==> src/rtl/if_stage.sv <==
// Instruction-fetch stage: owns the fetch PC, runs a single-outstanding
// request/grant/response port to instruction memory and drives the IF/ID bus.
//
// state | meaning
// ------+-----------------------------------------------------------------
// IDLE  | no transaction outstanding; request fetch_pc when skid is empty
// WAIT  | one granted transaction in flight; response dropped if kill set
module if_stage #(
   parameter logic [31:0] RESET_PC  = 32'h0000_0000,
   parameter int          IF_ID_BUS = 64,
   parameter logic [31:0] NOP_INST  = 32'h0000_0013
) (
   input  logic                 clk,
   input  logic                 rst,
   input  logic                 stall_i,
   input  logic                 br_taken_i,
   input  logic [31:0]          br_target_i,
   output logic                 imem_req,
   output logic [31:0]          imem_addr,
   input  logic                 imem_gnt,
   input  logic                 imem_rvalid,
   input  logic [31:0]          imem_rdata,
   output logic [IF_ID_BUS-1:0] if_id_bus_out
);

   typedef enum logic {
      S_IDLE = 1'b0,
      S_WAIT = 1'b1
   } state_t;

   state_t      state_q, state_d;
   logic [31:0] fetch_pc_q, fetch_pc_d;
   logic [31:0] req_pc_q, req_pc_d;
   logic        kill_q, kill_d;
   logic [31:0] out_inst_q, out_inst_d;
   logic [31:0] out_pc_q, out_pc_d;
   logic        skid_vld_q, skid_vld_d;
   logic [31:0] skid_inst_q, skid_inst_d;
   logic [31:0] skid_pc_q, skid_pc_d;

   logic        granted;
   logic        rsp_fire;
   logic        rsp_take;
   logic        consume;
   logic        pend_after;

   always_comb begin
      imem_req   = (state_q == S_IDLE) && !skid_vld_q && !rst;
      imem_addr  = fetch_pc_q;
      granted    = imem_req && imem_gnt;
      rsp_fire   = (state_q == S_WAIT) && imem_rvalid;
      rsp_take   = rsp_fire && !kill_q;
      consume    = !stall_i;
      // a transaction is still owed to us after this edge
      pend_after = ((state_q == S_WAIT) && !imem_rvalid) || granted;
   end

   always_comb begin
      state_d     = state_q;
      fetch_pc_d  = fetch_pc_q;
      req_pc_d    = req_pc_q;
      kill_d      = kill_q;
      out_inst_d  = out_inst_q;
      out_pc_d    = out_pc_q;
      skid_vld_d  = skid_vld_q;
      skid_inst_d = skid_inst_q;
      skid_pc_d   = skid_pc_q;

      case (state_q)
         S_IDLE: begin
            if (granted) begin
               state_d    = S_WAIT;
               fetch_pc_d = fetch_pc_q + 32'd4;
               req_pc_d   = fetch_pc_q;
            end
         end
         S_WAIT: begin
            if (rsp_fire) begin
               state_d = S_IDLE;
               kill_d  = 1'b0;
            end
         end
         default: state_d = S_IDLE;
      endcase

      if (consume) begin
         if (skid_vld_q) begin
            out_inst_d = skid_inst_q;
            out_pc_d   = skid_pc_q;
            skid_vld_d = 1'b0;
            if (rsp_take) begin
               skid_inst_d = imem_rdata;
               skid_pc_d   = req_pc_q;
               skid_vld_d  = 1'b1;
            end
         end else if (rsp_take) begin
            out_inst_d = imem_rdata;
            out_pc_d   = req_pc_q;
         end else begin
            out_inst_d = NOP_INST;
            out_pc_d   = 32'h0;
         end
      end else if (rsp_take) begin
         // output must stay bit-exact under stall, so the response parks in skid
         skid_inst_d = imem_rdata;
         skid_pc_d   = req_pc_q;
         skid_vld_d  = 1'b1;
      end

      if (br_taken_i) begin
         fetch_pc_d = {br_target_i[31:2], 2'b00};
         out_inst_d = NOP_INST;
         out_pc_d   = 32'h0;
         skid_vld_d = 1'b0;
         if (pend_after) begin
            state_d = S_WAIT;
            kill_d  = 1'b1;
         end else begin
            state_d = S_IDLE;
            kill_d  = 1'b0;
         end
      end
   end

   always_ff @(posedge clk) begin
      if (rst) begin
         state_q     <= pend_after ? S_WAIT : S_IDLE;
         kill_q      <= pend_after;
         fetch_pc_q  <= RESET_PC;
         req_pc_q    <= 32'h0;
         out_inst_q  <= NOP_INST;
         out_pc_q    <= 32'h0;
         skid_vld_q  <= 1'b0;
         skid_inst_q <= 32'h0;
         skid_pc_q   <= 32'h0;
      end else begin
         state_q     <= state_d;
         kill_q      <= kill_d;
         fetch_pc_q  <= fetch_pc_d;
         req_pc_q    <= req_pc_d;
         out_inst_q  <= out_inst_d;
         out_pc_q    <= out_pc_d;
         skid_vld_q  <= skid_vld_d;
         skid_inst_q <= skid_inst_d;
         skid_pc_q   <= skid_pc_d;
      end
   end

   assign if_id_bus_out = {out_inst_q, out_pc_q};

endmodule

==> config.mk <==
export PLATFORM = sky130hd
export DESIGN_NAME = if_stage
export DESIGN_NICKNAME = d
export VERILOG_FILES = /design/src/rtl/if_stage.sv
export SDC_FILE = /design/constraint.sdc
export NUM_CORES = 1
export LEC_CHECK = 0
export CAP_MARGIN = 20
export CORE_MARGIN = 5
export CORE_UTILIZATION = 35
export CTS_BUF_LIST = sky130_fd_sc_hd__clkbuf_16
export DETAILED_ROUTE_END_ITERATION = 10
export PLACE_DENSITY = 0.61
export SYNTH_ARGS = -nofsm -noshare
export SYNTH_HDL_FRONTEND = slang
export SYNTH_SLANG_ARGS = --single-unit
==> constraint.sdc <==
create_clock -name clk -period 2.2 [get_ports clk]
set_clock_uncertainty 0.05 [all_clocks]
set_input_delay 0.55 -clock clk [delete_from_list [all_inputs] [get_ports clk]]
set_output_delay 0.55 -clock clk [all_outputs]
set_load 0.1 [all_outputs]
==> impl_results.md <==
- Worst r2r path cells: 4
- Max FO, Critical Path: 4
- Row count: 54
- Avg Cell Area, Syn: 8.289 um^2
- Detail Route Antenna Nets: 0
- Via density: 5.213
- Total clock buffers created by CTS: 17
- Finished Layout Cells: 1,375
- Number of global-route vias before repair: 6,594
- Critical Path RT: 2.48 ns
- Clk sink count: 187
- Share of cells above drive strength 1: 0.2027
- Setup TNS: 0 ns
- Initial antenna violation count: 0
- DR pass1 iterations: 4
- Hold Startpoint: skid_inst_q[1]$_SDFFE_PP0P_
- Die area: 25,170 um^2
- Clock-pin transition on the worst setup and hold timing paths: 0.07 ns
- Hold path depth: 2
- Total Wirelength: 22,300 um
- First-pass GRT wire length: 35,590 um
- Critical Path AT: 2.40 ns
- TritonCTS clock tree: done
- Type of origin of the critical path: input port
- Worst setup slack after layout: 0.07958 ns
- Fmax: 471.6 MHz
- M2 GR Usage: 0.2578
- Worst R2R Setup Slack: 0.18 ns
- Die Wd: 158.6 um
- Final period util: 0.9638
- Total core area: 21,820 um^2
- P_leak: 3.739 nW
- Cells after DPL: 1,343
- Synth Flop Type: dfxtp_1
- Max-slew violations: 0
- Root buf cell: clkbuf_16
- Ports: 167
- DRC violations left: 0
- Register bit total from synthesis: 187
- Critical R2R Capture: imem_addr[27]$_SDFFE_PP0P_
- Final nets: 1,153
- WS Path Type: input port to flop
- Number of flops mapped to enable cells by yosys: 1
- Hold-fix buffers, CTS: 0
- Power density cells: 765.2 nW/um^2
- GR Layer Usage met3: 0.03968
- Hold WC Path Type: flop to flop
- Initial drt markers: 424
- Sequential cell area fraction in the yosys report: 0.4854
- Detail Placement HPWL: 15,240 um
- Mapped Cells: 933
- Antenna Cells: 0
- Pin count of the biggest net entering global routing: 126
- Initial core utilization: 0.3544
- Hold Path Sink: skid_inst_q[1]$_SDFFE_PP0P_
- Maximum VDD drop: 0.3307 mV
- Post-DR wirelength/cell: 16.22 um
- Post-Syn Area: 7734 um^2
- Reg2reg start: imem_addr[12]$_SDFFE_PP0P_
- Total gr overflow: 0
- Port Buffers: 160
- Final hold vios: 0
- Area growth syn-to-layout: 32.81%
- Hold Slack: 0.4043 ns
- RSZ-0062 raised after global routing: false
- Commonest non-fill, non-tap cell in the layout: nand2_1
- H-tree levels: 4
- Most frequent cells in the layout: 204 x nand2_1, 159 x dfxtp_1, 133 x buf_4
- Clk Latency, worst-skew pair: 0.42 ns
- Total of max-cap violations: 0
- GR peak layer: met1
- GR Layer Usage met1: 0.2620
- Minimum clock period: 2.120 ns
- Vias: 7,168
- Yosys warning total: 0
- Filler cells: 2,167
- Clock Path Buffers: 2
- Setup Viol. Count Final: 0
- Dpl ws: -0.4707 ns
- Die Y: 158.6 um
- Yosys cell types: 53
- Final GP Congestion: 0.8305
- Status: completed
- Crit. End Element: flop
- Total track usage: 0.1760
- FFs w/ async S/R, synth: 0
## kinds of logic after synthesis
group / count (synthesis) / synth area share
xor+xnor: 10 / 0.01132
other cells: 1 / 0.0004849
compound gates: 214 / 0.1864
buf+inv: 96 / 0.05274
flops: 187 / 0.4854
simple gates: 424 / 0.2621
fa+ha+maj: 1 / 0.001618
## sequential cells by signal, indices dropped and copies added (netlist names)
register     flops
out_pc_q        30
req_pc_q        30
skid_pc_q       30
kill_q           1
state_q          1
imem_addr       30
out_inst_q      32
skid_vld_q       1
skid_inst_q     32
## routing by layer
layer  wire length [um]  vias up  share of wire
li1                   -     3610              -
met1              10970     3344           0.49
met2               9666      198           0.43
met3               1407       16          0.063
met4                257        0          0.012
met5                  0        -              0
## through the flow
step                      total power, W    util  instance area (um^2)
final                           0.007859  0.4706                 10270
after global routing            0.008231  0.4706                 10270
after CTS                       0.007970  0.4694                 10240
after detailed placement        0.005169  0.4451                  9714
after global placement          0.005163  0.4451                  9714
after floorplan                 0.004684       -                  7833
## critical path, stage by stage
cell	delay, ns
clkdlybuf4s50_1	0.53
or3b_2	0.51
nor4_1	0.38
a211oi_1	0.14
a2111oi_2	0.28
## synth_stat cells (2+ instances only)
cell,instances,area share
nand2_1,204,0.099
dfxtp_1,186,0.48
a21oi_1,100,0.065
clkbuf_1,70,0.034
nor3_1,70,0.045
a221oi_1,59,0.067
nor2b_1,59,0.048
nor2_1,23,0.011
nand4_1,15,0.012
inv_1,13,0.0063
a211oi_1,11,0.011
nand3_1,10,0.0065
a311oi_1,9,0.010
nor4_1,9,0.0073
o21ai_0,8,0.0052
or3_1,7,0.0057
buf_4,6,0.0058
o211ai_1,6,0.0058
o31a_1,6,0.0068
and3_1,5,0.0040
xnor2_1,5,0.0057
xor2_1,5,0.0057
and2_1,4,0.0032
a2111oi_0,3,0.0034
and4_1,3,0.0034
buf_6,3,0.0044
o22ai_1,3,0.0024
buf_1,2,0.00097
buf_2,2,0.0013
nor3b_1,2,0.0019
or2_2,2,0.0016
or3_2,2,0.0019
## worst max-delay path by stage
stage,start,endpoint,slack [ns],cells past startpoint
2_1_floorplan,rst,imem_req,0.0007,3
3_3_place_gp,imem_gnt,imem_addr[27]$_SDFFE_PP0P_,-0.42,6
3_5_place_dp,imem_gnt,imem_addr[27]$_SDFFE_PP0P_,-0.47,6
4_1_cts,imem_gnt,imem_addr[30]$_SDFFE_PP0P_,0.09,5
5_1_grt,imem_gnt,imem_addr[11]$_SDFFE_PP0P_,0.001,6
6_report,imem_gnt,imem_addr[28]$_SDFFE_PP0P_,0.08,5
## area by class of cell
class	count	area (um^2)	area share
sequential	187	3815	0.3714
multi-input combinational	653	3645	0.3549
timing repair buffer	210	1889	0.1839
clock buffer	17	425.4	0.04142
tap	280	350.3	0.03411
clock inverter	15	97.59	0.009502
inverter	13	48.80	0.004751
## timing repair
item / in CTS / in global routing
gates cloned: 0 / 0
pin swaps: 0 / 1
setup endpoints to repair: 2 / 4
setup buffers: 0 / 0
gates resized for setup: 1 / 5
## report_power, final
group / switching (W) / internal, W
Combinational: 0.00101 / 0.000449
Sequential: 0.000127 / 0.00351
Clock: 0.00132 / 0.00144
Note: power is estimated with default switching activity, not from simulation.
